==> src/rtl/sram_arbiter.sv <==
// Two-port (instruction / data) arbiter in front of a single SRAM controller.
// Optional build macro SRAM_ARB_RR_EN selects round-robin instead of D-over-I priority.
module sram_arbiter #(
  parameter int ADDR_W  = 32,
  parameter int DATA_W  = 32,
  parameter int TIMEOUT = 15
) (
  input  logic              clk,
  input  logic              rst,
  input  logic              i_req,
  input  logic [ADDR_W-1:0] i_addr,
  output logic [DATA_W-1:0] i_rdata,
  output logic              i_ack,
  input  logic              d_req,
  input  logic              d_we,
  input  logic [ADDR_W-1:0] d_addr,
  input  logic [DATA_W-1:0] d_wdata,
  output logic [DATA_W-1:0] d_rdata,
  output logic              d_ack,
  output logic              err,
  output logic              busy,
  output logic              mem_read_en,
  output logic              mem_write_en,
  output logic [ADDR_W-1:0] mem_address,
  output logic [DATA_W-1:0] mem_wdata,
  input  logic [DATA_W-1:0] mem_rdata,
  input  logic              mem_ready
);

  localparam int CNT_W = (TIMEOUT < 2) ? 1 : $clog2(TIMEOUT + 1);

  typedef enum logic [1:0] {IDLE, ISSUE, WAIT, RESP} state_t;

  state_t            state;
  logic              owner_d;
  logic              last_grant_d;
  logic              we;
  logic              grant_d;
  logic              grant_we;
  logic [CNT_W-1:0]  cnt;
  logic [CNT_W-1:0]  cnt_next;
  logic [ADDR_W-1:0] addr_q;
  logic [DATA_W-1:0] wdata_q;

  assign mem_address = addr_q;
  assign mem_wdata   = wdata_q;
  assign cnt_next    = cnt + 1'b1;
  assign grant_we    = grant_d & d_we;

  always_comb begin
`ifdef SRAM_ARB_RR_EN
    if (d_req && i_req)
      grant_d = ~last_grant_d;
    else
      grant_d = d_req;
`else
    // last_grant is tracked in both builds; fixed priority never consults it
    grant_d = d_req | (1'b0 & last_grant_d);
`endif
  end

  always_ff @(posedge clk or negedge rst) begin
    if (!rst) begin
      state        <= IDLE;
      owner_d      <= 1'b1;
      last_grant_d <= 1'b1;
      we           <= 1'b0;
      cnt          <= '0;
      addr_q       <= '0;
      wdata_q      <= '0;
      i_rdata      <= '0;
      d_rdata      <= '0;
      i_ack        <= 1'b0;
      d_ack        <= 1'b0;
      err          <= 1'b0;
      busy         <= 1'b0;
      mem_read_en  <= 1'b0;
      mem_write_en <= 1'b0;
    end else begin
      i_ack        <= 1'b0;
      d_ack        <= 1'b0;
      err          <= 1'b0;
      mem_read_en  <= 1'b0;
      mem_write_en <= 1'b0;
      case (state)
        IDLE: begin
          if (i_req || d_req) begin
            owner_d      <= grant_d;
            addr_q       <= grant_d ? d_addr : i_addr;
            wdata_q      <= grant_d ? d_wdata : '0;
            we           <= grant_we;
            mem_read_en  <= ~grant_we;
            mem_write_en <= grant_we;
            busy         <= 1'b1;
            state        <= ISSUE;
          end
        end
        ISSUE: begin
          cnt   <= '0;
          state <= WAIT;
        end
        WAIT: begin
          if (mem_ready) begin
            if (!we) begin
              if (owner_d) d_rdata <= mem_rdata;
              else         i_rdata <= mem_rdata;
            end
            d_ack <= owner_d;
            i_ack <= ~owner_d;
            state <= RESP;
          end else if (cnt_next == CNT_W'(TIMEOUT)) begin
            // ack and err are registered together so they land in the same RESP cycle
            d_ack <= owner_d;
            i_ack <= ~owner_d;
            err   <= 1'b1;
            state <= RESP;
          end else begin
            cnt <= cnt_next;
          end
        end
        RESP: begin
          last_grant_d <= owner_d;
          busy         <= 1'b0;
          state        <= IDLE;
        end
        default: state <= IDLE;
      endcase
    end
  end

endmodule

==> config.mk <==
export PLATFORM = sky130hd
export DESIGN_NAME = sram_arbiter
export DESIGN_NICKNAME = d
export VERILOG_FILES = /design/src/rtl/sram_arbiter.sv
export SDC_FILE = /design/constraint.sdc
export NUM_CORES = 1
export LEC_CHECK = 0
export BUFFER_PORTS_ARGS = -buffer_cell sky130_fd_sc_hd__buf_2
export CAP_MARGIN = 10
export CORE_MARGIN = 4
export CORE_UTILIZATION = 25
export DETAILED_ROUTE_END_ITERATION = 8
export GPL_TIMING_DRIVEN = 1
export PLACE_DENSITY = 0.48
export SLEW_MARGIN = 5
export SYNTH_ARGS = -nofsm -noshare
export SYNTH_HDL_FRONTEND = slang
export SYNTH_SLANG_ARGS = --single-unit
==> constraint.sdc <==
create_clock -name clk -period 2.7 [get_ports clk]
set_clock_uncertainty 0.15 [all_clocks]
set_input_delay 0.54 -clock clk [delete_from_list [all_inputs] [get_ports clk]]
set_output_delay 0.54 -clock clk [all_outputs]
set_load 0.05 [all_outputs]
# After elaboration in Yosys (flattened, before gate mapping)
# Cells that the tools add are included.
[classes]
add_sub_neg = 1
n_eq_ne = 8
mux = 24
bitwise_logic = 4
n_reduce_logical = 10
[ops]
columns = ["cell", "count"]
rows = [
  ["two-way mux 32 bit", 2],
  ["two-way mux 1 bit", 14],
  ["two-way mux 4 bit", 2],
  ["one-hot mux 2 bit (4 select lines)", 1],
  ["one-hot mux 4 bit (2 select lines)", 1],
  ["AND reduction 4 bit", 2],
  ["two-way mux 2 bit", 3],
  ["!= test 2 bit (second input constant)", 3],
  ["AND reduction 2 bit", 3],
  ["adder 4 x 1 -> 4 bit (second input constant)", 1],
  ["== test 2 bit (second input constant)", 2],
  ["== test 4 bit (second input constant)", 1],
  ["nonzero test 2 bit", 2],
  ["!= test 3 bit (second input constant)", 1],
  ["inverter 1 bit", 3],
  ["AND reduction 3 bit", 1],
  ["== test 2 x 1 -> 1 bit (second input constant)", 1],
  ["logical NOT 2 bit", 1],
  ["one-hot mux 1 bit (2 select lines)", 1],
  ["bitwise AND 1 bit", 1],
  ["logical OR 1 bit", 1],
]
[totals]
ff_bits = 142
in_bits = 134
out_inout_bits = 134
elab_cells = 61

# Logic depth before layout (Yosys ltp)
# Gate-level depths: netlist of run 1.
[logic_depth]
depth_word = 5
ltp_mapped = 7
mapped_depth_nobuf = 6

# Least setup slack after synthesis of run 1
# OpenSTA, ideal clock, no wires.
[synth_timing]
path_kind = "flip-flop to flip-flop"
from = "reg state[0]"
to = "reg i_rdata[0]"
setup_time_ns = 0.125
t_arrival_ns = 1.698
required_ns = 2.425
setup_slack_ns = 0.727
path_stages_with_launch = 7
n_path_buf = 2
period_less_slack_ns = 1.973
cell_sequence = "dfrtp_1 > inv_1 > ha_1 > nor4bb_1 > clkbuf_1 > buf_4 > mux2_2"
[synth_via]
elab_chain_cells = 2
[synth_rtl]
columns = ["item", "line_no", "rtl"]
rows = [
  ["start, declared", "34", "state_t state;"],
  ["start signal, assigned", "64", "state <= IDLE;"],
  ["start signal, assigned", "95", "state <= ISSUE;"],
  ["start signal, assigned", "100", "state <= WAIT;"],
  ["== test 2 bit", "85", "case (state)"],
  ["AND reduction 4 bit (no line)", "--", ""],
  ["end signal, assigned", "106", "else i_rdata <= mem_rdata;"],
  ["end, declared", "12", "output logic [DATA_W-1:0] i_rdata,"],
]
# Every way passes these cells.
# A chain may end at the register's enable or synchronous reset.

# Worst setup path in the final report of run 1
[layout_timing]
from = "reg cnt[1]"
to = "reg state[1]"
[layout_via]
elab_chain_cells = 4
[layout_rtl]
columns = ["item", "line_no", "rtl"]
rows = [
  ["start, declared", "40", "logic [CNT_W-1:0] cnt;"],
  ["start signal, assigned", "118", "cnt <= cnt_next;"],
  ["adder 4 x 1 -> 4 bit", "47", "assign cnt_next = cnt + 1'b1;"],
  ["== test 4 bit", "111", "end else if (cnt_next == CNT_W'(TIMEOUT)) begin"],
  ["!= test 3 bit (no line)", "--", ""],
  ["AND reduction 2 bit (no line)", "--", ""],
  ["end signal, assigned", "110", "state <= RESP;"],
  ["end signal, assigned", "116", "state <= RESP;"],
  ["end signal, assigned", "124", "state <= IDLE;"],
]
# Every way passes these cells.

==> summary.md, run 1 <==
| Metric | Value |
|---|---|
| TritonCTS buffer count | `17` |
| Fin util | `36.1%` |
| Core ar. | `22800 um2` |
| Largest delay share family, worst path | `compound AO/OA/AOI/OAI gates` |
| Hold Path Class | `in2reg` |
| RSZ-0062 raised after global routing | `no` |
| Detailed-route wire length | `about 17000 um` |
| Largest net degree at the start of global routing | `64` |
| Setup WS post-layout | `about 0.59 ns` |
| Global route total overflow | `0` |
| Critical-path maximum fanout | `6` |
| NumNets Final | `891` |
| Syn. warnings | `0` |
| Ordered cell list for the critical path | `ha_1 > nand2b_1 > o21ai_2 > a311oi_4 > a21boi_2 > mux2_4` |
| Min Tclk post-route | `2.11 ns` |
| H-tree Lvls | `4` |
| Worst EP arrival | `about 2.3 ns` |
| CTS Buffer Depth | `2` |
| Setup Viol. Count Final | `0` |
| Transition time of the tightest slew-check pin | `0.644 ns` |
| R2r startpoint | `cnt[1]$_DFFE_PN0P_` |
| Antenna diodes | `0` |
| Synth cell types | `39` |
| Synthesis-to-layout area growth | `40.9%` |
| Seq/Total Area, Yosys | `between 60% and 70%` |
| Slew headroom | `a little under three fifths` |
| R2R cell count | `6` |
| Worst Setup End Kind | `flip-flop` |
| Routed WL per cell | `between 15 and 20 um` |
| IO Port Bufs | `267` |
| Maximum VDD drop | `between 500 and 600 uV` |
| Max-cap violations | `0` |
| CP Launch Type | `flip-flop` |
| Residual DRC count | `0` |
| Io pins | `268` |
| Mean Syn Cell Area | `~12 um2` |
| Power Density | `1530 nW/um2` |
| Pre-CTS setup slack | `around 0.60 ns` |
| TritonCTS clock tree | `done` |
| Post-CTS Setup Bufs | `0` |
| Flops & latches, synth | `between 100 and 150` |
| DR pass1 iterations | `3` |
| WP buf/inv | `0` |
| Register-to-Register Setup Slack | `between 0.5 and 0.6 ns` |
| Via Count | `around 4500` |
| Row count | `55` |
| Status | `finished, final reports clean` |
| Fmax | `about 470 MHz` |
| DP HPWL | `between 10000 and 15000 um` |
| Slew Viols, Final | `0` |
| Drt via density | `a little over 4` |
| GP Congestion | `around 0.7` |
| Hold path depth | `3` |
| Total power | `~13 mW` |
| Number of gates resized after cts | `0` |
| DIE WIDTH | `~160 um` |
| Leak | `around 4.3 nW` |
| Die H | `roughly 160 um` |
| CTS Sinks | `~140` |
| First-pass GRT wire length | `approximately 27000 um` |
| CP max stage delay | `roughly 0.47 ns` |
| Tcrit/Tclk final | `approximately four fifths` |
| Synth Instances | `482` |
| Post-CTS Hold Fix Bufs | `1` |
| Final TNS setup | `0 ns` |
| Slowest cell on crit path | `a311oi_4` |
| Antenna-violating nets left | `0` |
| WS Path Type | `reg2reg` |
| Final Hold Fails | `0` |
| Clock transition at path regs | `roughly 0.070 ns` |
| Initial Util | `roughly a quarter` |
| Hold wc startpoint | `d_wdata[0]` |
| Most frequent cells in the layout | `265 x buf_2, 141 x dfrtp_1, 102 x nand2_1, 62 x mux2_2, 36 x o21ai_0` |
| Total track usage | `13.1%` |
| CP required | `around 2.8 ns` |
| Most common cell after layout, fill and taps aside | `buf_2` |
| Clock root buffer | `clkbuf_16` |
| Vias in the first global route | `4741` |
| Clock Latency Late Sink | `between 0.4 and 0.5 ns` |
| Critical R2R Capture | `state[1]$_DFFE_PN0P_` |
| Share of cells above drive strength 1 | `approximately half` |
| Synthesized net count | `622` |
| Post-synthesis instance area | `5830 um2` |
| Initial antenna violation count | `2` |
| Initial detailed-routing violation count | `156` |
| Die Area | `25800 um2` |
| Hold Crit Endpoint | `mem_wdata[0]$_DFFE_PN0P_` |
-- power breakdown --
part,internal [mW],switching (mW),total [mW]
combinational,1.60,4.78,6.37
clock,1.57,0.985,2.55
sequential,3.12,0.501,3.62
-- logic make-up after synthesis --
| logic type | after synthesis | synth area share, % |
|---|---|---|
| compound gates | 51 | 5.41 |
| xor+xnor | 1 | 0.150 |
| fa+ha+maj | 6 | 1.29 |
| buf+inv | 35 | 2.75 |
| flops | 142 | 61.0 |
| mux | 98 | 18.3 |
| simple gates | 149 | 11.1 |
-- flip-flops by register name (all words and copies together) (netlist names), 2 cells and up --
signal / cells
mem_address: 32
state: 2
cnt: 4
mem_wdata: 32
i_rdata: 32
d_rdata: 32
-- worst max path at each step --
stage / slack, ns / start / endpoint / cells after the start
floorplan: 0.73 / state[0]$_DFFE_PN0P_ / i_rdata[0]$_DFFE_PN0P_ / 6
detailed placement: 0.60 / cnt[1]$_DFFE_PN0P_ / state[1]$_DFFE_PN0P_ / 6
global placement: 0.64 / cnt[1]$_DFFE_PN0P_ / state[1]$_DFFE_PN0P_ / 6
global route: 0.50 / cnt[1]$_DFFE_PN0P_ / state[1]$_DFFE_PN0P_ / 6
CTS: 0.59 / cnt[1]$_DFFE_PN0P_ / state[1]$_DFFE_PN0P_ / 6
finish: 0.59 / cnt[1]$_DFFE_PN0P_ / state[1]$_DFFE_PN0P_ / 6
-- cell usage after synthesis (all sizes together) --
| cell type | count | area, um2 |
|---|---|---|
| a2111oi | 1 | 8.76 |
| a21bo | 1 | 10.0 |
| a21boi | 1 | 11.3 |
| a21o | 2 | 15.0 |
| a21oi | 3 | 15.0 |
| a22o | 1 | 8.76 |
| a311oi | 1 | 26.3 |
| and3 | 1 | 6.26 |
| buf | 14 | 71.3 |
| clkbuf | 16 | 70.1 |
| dfrtp | 141 | 3530 |
| dfstp | 1 | 26.3 |
| ha | 6 | 75.1 |
| inv | 5 | 18.8 |
| mux2 | 65 | 736 |
| mux2i | 33 | 330 |
| nand2 | 102 | 383 |
| nand2b | 1 | 6.26 |
| nand3 | 33 | 165 |
| nand4b | 1 | 8.76 |
| nor2 | 3 | 11.3 |
| nor2b | 1 | 6.26 |
| nor3 | 2 | 10.0 |
| nor3b | 1 | 7.51 |
| nor4b | 1 | 15.0 |
| nor4bb | 2 | 20.0 |
| o21a | 1 | 7.51 |
| o21ai | 38 | 194 |
| o22a | 1 | 10.0 |
| o2bb2ai | 1 | 8.76 |
| or2b | 1 | 7.51 |
| xnor2 | 1 | 8.76 |
-- worst register-to-register path: stages, from the launching register on --
cell,delay [ns]
dfrtp_1,0.44
ha_1,0.28
nand2b_1,0.13
o21ai_2,0.09
a311oi_4,0.47
a21boi_2,0.13
mux2_4,0.30
-- layout make-up --
| type | count | area [um2] |
|---|---|---|
| inverter | 5 | 18.8 |
| fill | 2367 | 14600 |
| tap | 313 | 392 |
| multi-input combinational | 305 | 2140 |
| timing repair buffer | 280 | 1470 |
| clock inverter | 14 | 206 |
| clock buffer | 18 | 429 |
| sequential | 142 | 3550 |
-- per-stage QoR --
stage | hold WS [ns] | area, um2 | cells
after floorplan | 0.0944 | 5830 | 482
after global placement | 0.295 | 7570 | 1044
after detailed placement | 0.300 | 7570 | 1044
after CTS | 0.178 | 8210 | 1077
after global routing | 0.193 | 8210 | 1077
final | 0.202 | 8210 | 1077
-- layer usage --
layer  vias to the layer above  wire length (um)  GRT usage, %
met5                         -                 7             0
met4                         2               267          4.50
met3                        17              1610          4.52
met2                       219              7180          19.6
met1                      2052              7840          17.8
li1                       2181                 -             -
No activity file was read; power rests on OpenSTA's default activity.
==> inputs of run 2 (changes only) <==
Settings changed: ABC_AREA set to 1, PLACE_DENSITY 0.48 to 0.5.
Clock period 2.7 ns to 1.7 ns, I/O delays scaled along.
==> run 2 against run 1 <==
Compared with the run above:
- first-iteration DRC count grew 64%
- die area increased by 1.4%
- critical path depth fell by 5
- final area up 4.5%
- hold slack lost 0.18 ns
- critical endpoint is now mem_address[24]
==> summary.md, run 2 <==
| Metric | Value |
|---|---|
| Area leader, netlist | `dfrtp_1` |
| Tcrit/Tclk final | `between 90% and 100%` |
| WS Path Type | `reg2out` |
| Post-synth EDFFs | `0` |
| Max-cap violations | `0` |
| Most common cell after layout, fill and taps aside | `buf_2` |
| Slew Viols, Final | `0` |
| Register area | `~3600 um2` |
| Cells taking the most area after synthesis | `dfrtp_1 60%, nand2_1 14%, o21ai_1 5.6%` |
| TritonCTS clock tree | `done` |
| Core ar. | `23300 um2` |
| Hold path depth | `3` |
| TritonCTS buffer count | `17` |
| CTS Sinks | `142` |
| Most frequent cell after synthesis | `nand2_1` |
| Synthesis-to-layout area growth | `45.1%` |
| Leak | `roughly 4.8 nW` |
| Clock root buffer | `clkbuf_16` |
| CP max stage delay | `slightly above 0.4 ns` |
| DIE WIDTH | `roughly 160 um` |
| Synth top cells by count | `216 x nand2_1, 141 x dfrtp_1, 72 x inv_1` |
| First-pass GRT wire length | `27300 um` |
| Hold Path Class | `in2reg` |
| Maximum VDD drop | `927 uV` |
| Transition time of the tightest slew-check pin | `between 0.3 and 0.4 ns` |
| Initial antenna violation count | `2` |
| Post-DP Area | `between 7000 and 8000 um2` |
| Worst EP arrival | `about 1.1 ns` |
| Async SR Flop Fraction | `100%` |
| Flops & latches, synth | `~140` |
| Setup Viol. Count Final | `0` |
| Share of cells above drive strength 1 | `approximately a third` |
| Clock Latency Late Sink | `between 0.4 and 0.5 ns` |
| Seq/Total Area, Yosys | `60.1%` |
| IO Port Bufs | `267` |
| Post-synthesis instance area | `~6000 um2` |
| Most frequent cells in the layout | `266 x buf_2, 216 x nand2_1, 141 x dfrtp_1, 72 x inv_1, 68 x o21ai_1` |
| Ordered cell list for the critical path | `buf_2` |
| Multi-input gate area | `about 1900 um2` |
| R2R cell count | `8` |
| H-tree Lvls | `4` |
| Slew headroom | `75.9%` |
| DR pass1 iterations | `4` |
| CP required | `between 1 and 1.5 ns` |
| Fin area | `around 8600 um2` |
| Routed WL per cell | `roughly 13 um` |
| Synth Instances | `around 670` |
| Initial Util | `25.3%` |
| Drt via density | `between 4 and 5` |
| Most used flip-flop cell after synthesis | `dfrtp_1` |
| GP Congestion | `~0.74` |
| Detailed-route wire length | `~17000 um` |
| NumNets Final | `1100` |
| Slowest cell on crit path | `dfrtp_1` |
| Largest net degree at the start of global routing | `65` |
| Die Area | `about 26000 um2` |
| Worst Setup End Kind | `output port` |
| CP Launch Type | `flip-flop` |
| Synthesized net count | `around 800` |
| Clock transition at path regs | `0.07 ns` |
| WHS | `approximately 0.019 ns` |
| Post-synth top area share | `59.7%` |
| Critical-path maximum fanout | `2` |
| Io pins | `268` |
| Syn. warnings | `0` |
| Die H | `~160 um` |
| Layout fillers | `around 2500` |
| Status | `finished, final reports clean` |
| Synth cell types | `26` |
| Fmax | `621 MHz` |
| Residual DRC count | `0` |
| Global route total overflow | `0` |
| Vias in the first global route | `5319` |
| Initial detailed-routing violation count | `~260` |
| Min Tclk post-route | `approximately 1.6 ns` |
| RSZ-0062 raised after global routing | `yes` |
| Largest delay share family, worst path | `flip-flops` |
| DP HPWL | `between 10000 and 15000 um` |
| Via Count | `5292` |
| Final Hold Fails | `0` |
| Mean Syn Cell Area | `8.87 um2` |
| CTS Buffer Depth | `2` |
| Antenna-violating nets left | `0` |
| Critical path depth in cells | `1` |
| Row count | `56` |
| Power Density | `about 2200 nW/um2` |
| Total power | `between 15 and 20 mW` |
| WP buf/inv | `1` |
| Total track usage | `13.0%` |
==> run 2: changes by cell type after synthesis, moves of 8 or more <==
cell,previous run,this run
buf_2,6,17
inv_1,5,72
mux2_2,62,0
mux2i_1,33,0
nand2_1,102,216
nand3_1,33,41
o21ai_0,36,64
o21ai_1,1,66
==> run 2: power by group <==
group          switching, mW  total [mW]  internal, mW  leakage, nW
Sequential             0.798        5.67          4.88         1.79
Combinational           7.45        9.71          2.26         2.69
Clock                   1.66        3.76          2.10        0.286
==> run 2: metal layers <==
| layer | GRT usage (%) | part of all wire (%) | routed length, um |
|---|---|---|---|
| met1 | 16.2 | 45 | 7690 |
| met2 | 20.7 | 44 | 7570 |
| met3 | 5.48 | 9.5 | 1630 |
| met4 | 3.96 | 1.5 | 257 |
| met5 | 0 | 0.041 | 7 |
==> run 2: logic make-up after synthesis <==
logic type,count (synthesis),synth area share (%)
adder cells (fa/ha/maj),6,1.27
flip-flops,142,60.1
AO/OA/AOI/OAI,133,11.3
AND/OR/NAND/NOR,272,19.0
buffers and inverters,113,8.32
==> run 2: final timing paths <==
check	slack [ns]	end	startpoint
min in group asynchronous	0.18	d_rdata[8]$_DFFE_PN0P_	rst
hold reg to reg	0.32	mem_wdata[23]$_DFFE_PN0P_	mem_wdata[23]$_DFFE_PN0P_
max in group asynchronous	0.70	d_rdata[14]$_DFFE_PN0P_	rst
setup / recovery	0.09	mem_address[24]	mem_address[24]$_DFFE_PN0P_
hold / removal	0.02	mem_wdata[15]$_DFFE_PN0P_	d_wdata[15]
setup reg to reg	0.12	i_rdata[24]$_DFFE_PN0P_	state[0]$_DFFE_PN0P_
==> run 2: layout make-up <==
| type | instances | area share, % |
|---|---|---|
| Inverter | 76 | 3.41 |
| Timing Repair Buffer | 312 | 21.7 |
| Clock buffer | 17 | 4.96 |
| Tap cell | 319 | 4.65 |
| Clock inverter | 15 | 1.95 |
| Antenna cell | 1 | 0.0292 |
| Sequential cell | 142 | 41.4 |
| Multi-Input combinational cell | 411 | 21.8 |
==> run 2: timing repair <==
action | CTS | global route
endpoints found under the hold margin | 166 | 0
hold buffers | 26 | 0
buffers inserted | 0 | 4
endpoints found under the setup margin | 0 | 78
gates resized for setup | 0 | 10
==> run 2: metrics by stage <==
stage | cells | setup TNS (ns) | util (%) | worst slack (ns)
after CTS | 1288 | 0 | 36.5 | 0.0397
after global routing | 1293 | -0.0162 | 36.8 | -0.00725
after global placement | 1230 | 0 | 32.9 | 0.0902
final | 1293 | 0 | 36.8 | 0.0900
after floorplan | 666 | 0 | - | 0.0918
after detailed placement | 1230 | 0 | 32.9 | 0.0577
==> inputs of run 3 (changes only) <==
Settings changed: CORE_UTILIZATION 25 to 30, HOLD_SLACK_MARGIN set to 0.08, PLACE_DENSITY 0.5 to 0.57.
==> run 3 against run 2 <==
Compared with the run above:
- hold slack gained 0.076 ns
- combinational power barely moved
- sequential cell count unchanged
- sequential power about the same
- non-clock buffer count is 49 higher
- sequential share of layout area fell by 1.8 points
- critical path type is now reg2reg
==> summary.md, run 3 (synthesis gave the netlist of run 2 again) <==
| Metric | Value |
|---|---|
| Status | `finished, final reports clean` |
| CP max stage delay | `slightly above 0.4 ns` |
| Hold Path Class | `in2reg` |
| Drt via density | `about 4.3` |
| Io pins | `~270` |
| Transition time of the tightest slew-check pin | `about 0.4 ns` |
| DP HPWL | `between 10000 and 15000 um` |
| IO Port Bufs | `about 270` |
| Post-DP Area | `about 7600 um2` |
| Die Area | `about 22000 um2` |
| Vias in the first global route | `around 5400` |
| Pre-CTS setup slack | `between 0.03 and 0.04 ns` |
| Clock root buffer | `clkbuf_16` |
| Share of cells above drive strength 1 | `32.9%` |
| Most frequent cells in the layout | `266 x buf_2, 216 x nand2_1, 141 x dfrtp_1, 72 x inv_1, 72 x dlygate4sd3_1` |
| Die H | `148 um` |
| Clock Latency Late Sink | `just over 0.4 ns` |
| WHS | `~0.095 ns` |
| DR pass1 iterations | `4` |
| CP Launch Type | `flip-flop` |
| Detailed-route wire length | `between 15000 and 20000 um` |
| GP Congestion | `0.757` |
| RSZ-0062 raised after global routing | `yes` |
| Initial detailed-routing violation count | `184` |
| First-pass GRT wire length | `between 20000 and 30000 um` |
| Slew Viols, Final | `0` |
| CTS Buffer Depth | `2` |
| Fin area | `about 9000 um2` |
| Routed WL per cell | `~13 um` |
| Min Tclk post-route | `1.61 ns` |
| Total power | `between 15 and 20 mW` |
| Core ar. | `roughly 19000 um2` |
| Final Hold Fails | `0` |
| Max-cap violations | `0` |
| H-tree Lvls | `4` |
| Setup WS post-layout | `between 0.09 and 0.1 ns` |
| Leak | `between 4 and 5 nW` |
| TritonCTS buffer count | `17` |
| Row count | `51` |
| Antenna diodes | `0` |
| Total track usage | `between 10% and 20%` |
| Initial Util | `a little under a third` |
| Synthesis-to-layout area growth | `51.9%` |
| Tcrit/Tclk final | `about 94%` |
| Final TNS setup | `0 ns` |
| Critical-path maximum fanout | `32` |
| Global route total overflow | `0` |
| DIE WIDTH | `~150 um` |
| Maximum VDD drop | `between 800 and 900 uV` |
| Antenna-violating nets left | `0` |
| Slew headroom | `between 70% and 80%` |
| NumNets Final | `1149` |
| Ordered cell list for the critical path | `inv_1 > ha_2 > inv_2 > nor2_4 > inv_8 > buf_12 > nand2_1 > o21ai_0` |
| Power Density | `2130 nW/um2` |
| Setup Viol. Count Final | `0` |
| Worst EP arrival | `between 1.5 and 2 ns` |
| CTS Sinks | `~140` |
| WS Path Type | `reg2reg` |
| Fmax | `623 MHz` |
| Non-Filler Instances | `1287` |
| Most common cell after layout, fill and taps aside | `buf_2` |
| Residual DRC count | `0` |
| Via Count | `around 5500` |
| Worst Setup End Kind | `flip-flop` |
| Initial antenna violation count | `0` |
| Largest net degree at the start of global routing | `65` |
| TritonCTS clock tree | `done` |
| Fin util | `between 40 and 50%` |
| CP required | `around 1.8 ns` |
| Clock transition at path regs | `about 0.07 ns` |
| DP Cell Count | `~1200` |
| Slowest cell on crit path | `dfrtp_1` |
==> run 3: what timing repair did <==
item | CTS | global route
hold buffers | 72 | 0
buffers inserted | 0 | 3
resized for setup | 0 | 7
setup endpoints to repair | 0 | 87
hold endpoints to repair | 247 | 0
==> run 3: worst paths after layout <==
| check | start | end | slack, ns | cells past startpoint |
|---|---|---|---|---|
| max | state[1]$_DFFE_PN0P_ | mem_address[0]$_DFFE_PN0P_ | 0.09 | 8 |
| max in group asynchronous | rst | mem_wdata[15]$_DFFE_PN0P_ | 0.63 | 3 |
| max reg2reg | state[1]$_DFFE_PN0P_ | mem_address[0]$_DFFE_PN0P_ | 0.09 | 8 |
| min | i_addr[15] | mem_address[15]$_DFFE_PN0P_ | 0.1 | 3 |
| min in group asynchronous | rst | d_rdata[0]$_DFFE_PN0P_ | 0.26 | 2 |
| min reg2reg | mem_wdata[0]$_DFFE_PN0P_ | mem_wdata[0]$_DFFE_PN0P_ | 0.32 | 2 |
==> run 3: layer usage <==
metal | routed length [um] | GRT usage, % | part of all wire, % | vias to the layer above
met4 | 269 | 5.64 | 1.6 | 0
met2 | 7810 | 24.1 | 46 | 213
met3 | 1330 | 4.78 | 7.9 | 20
li1 | - | - | - | 2791
met5 | 0 | 0 | 0 | -
met1 | 7490 | 20.3 | 44 | 2448
==> run 3: cell type report <==
class | count | area (um2)
inverter | 76 | 293
fill | 1919 | 10400
sequential | 142 | 3550
clock buffer | 19 | 443
tap | 265 | 332
clock inverter | 13 | 153
multi-input combinational | 411 | 1870
timing repair buffer | 361 | 2330
==> run 3: critical path, delay by kind of cell, from the launching register on <==
kind / cells / cell delay (ns)
buffers and inverters: 4 / 0.42
flip-flops: 1 / 0.41
adder cells (fa/ha/maj): 1 / 0.20
AND/OR/NAND/NOR: 2 / 0.20
AO/OA/AOI/OAI: 1 / 0.07
==> run 3: report_power, final <==
part	switching, mW	internal [mW]
Combinational	7.44	2.30
Clock	1.50	2.24
Sequential	0.795	4.88
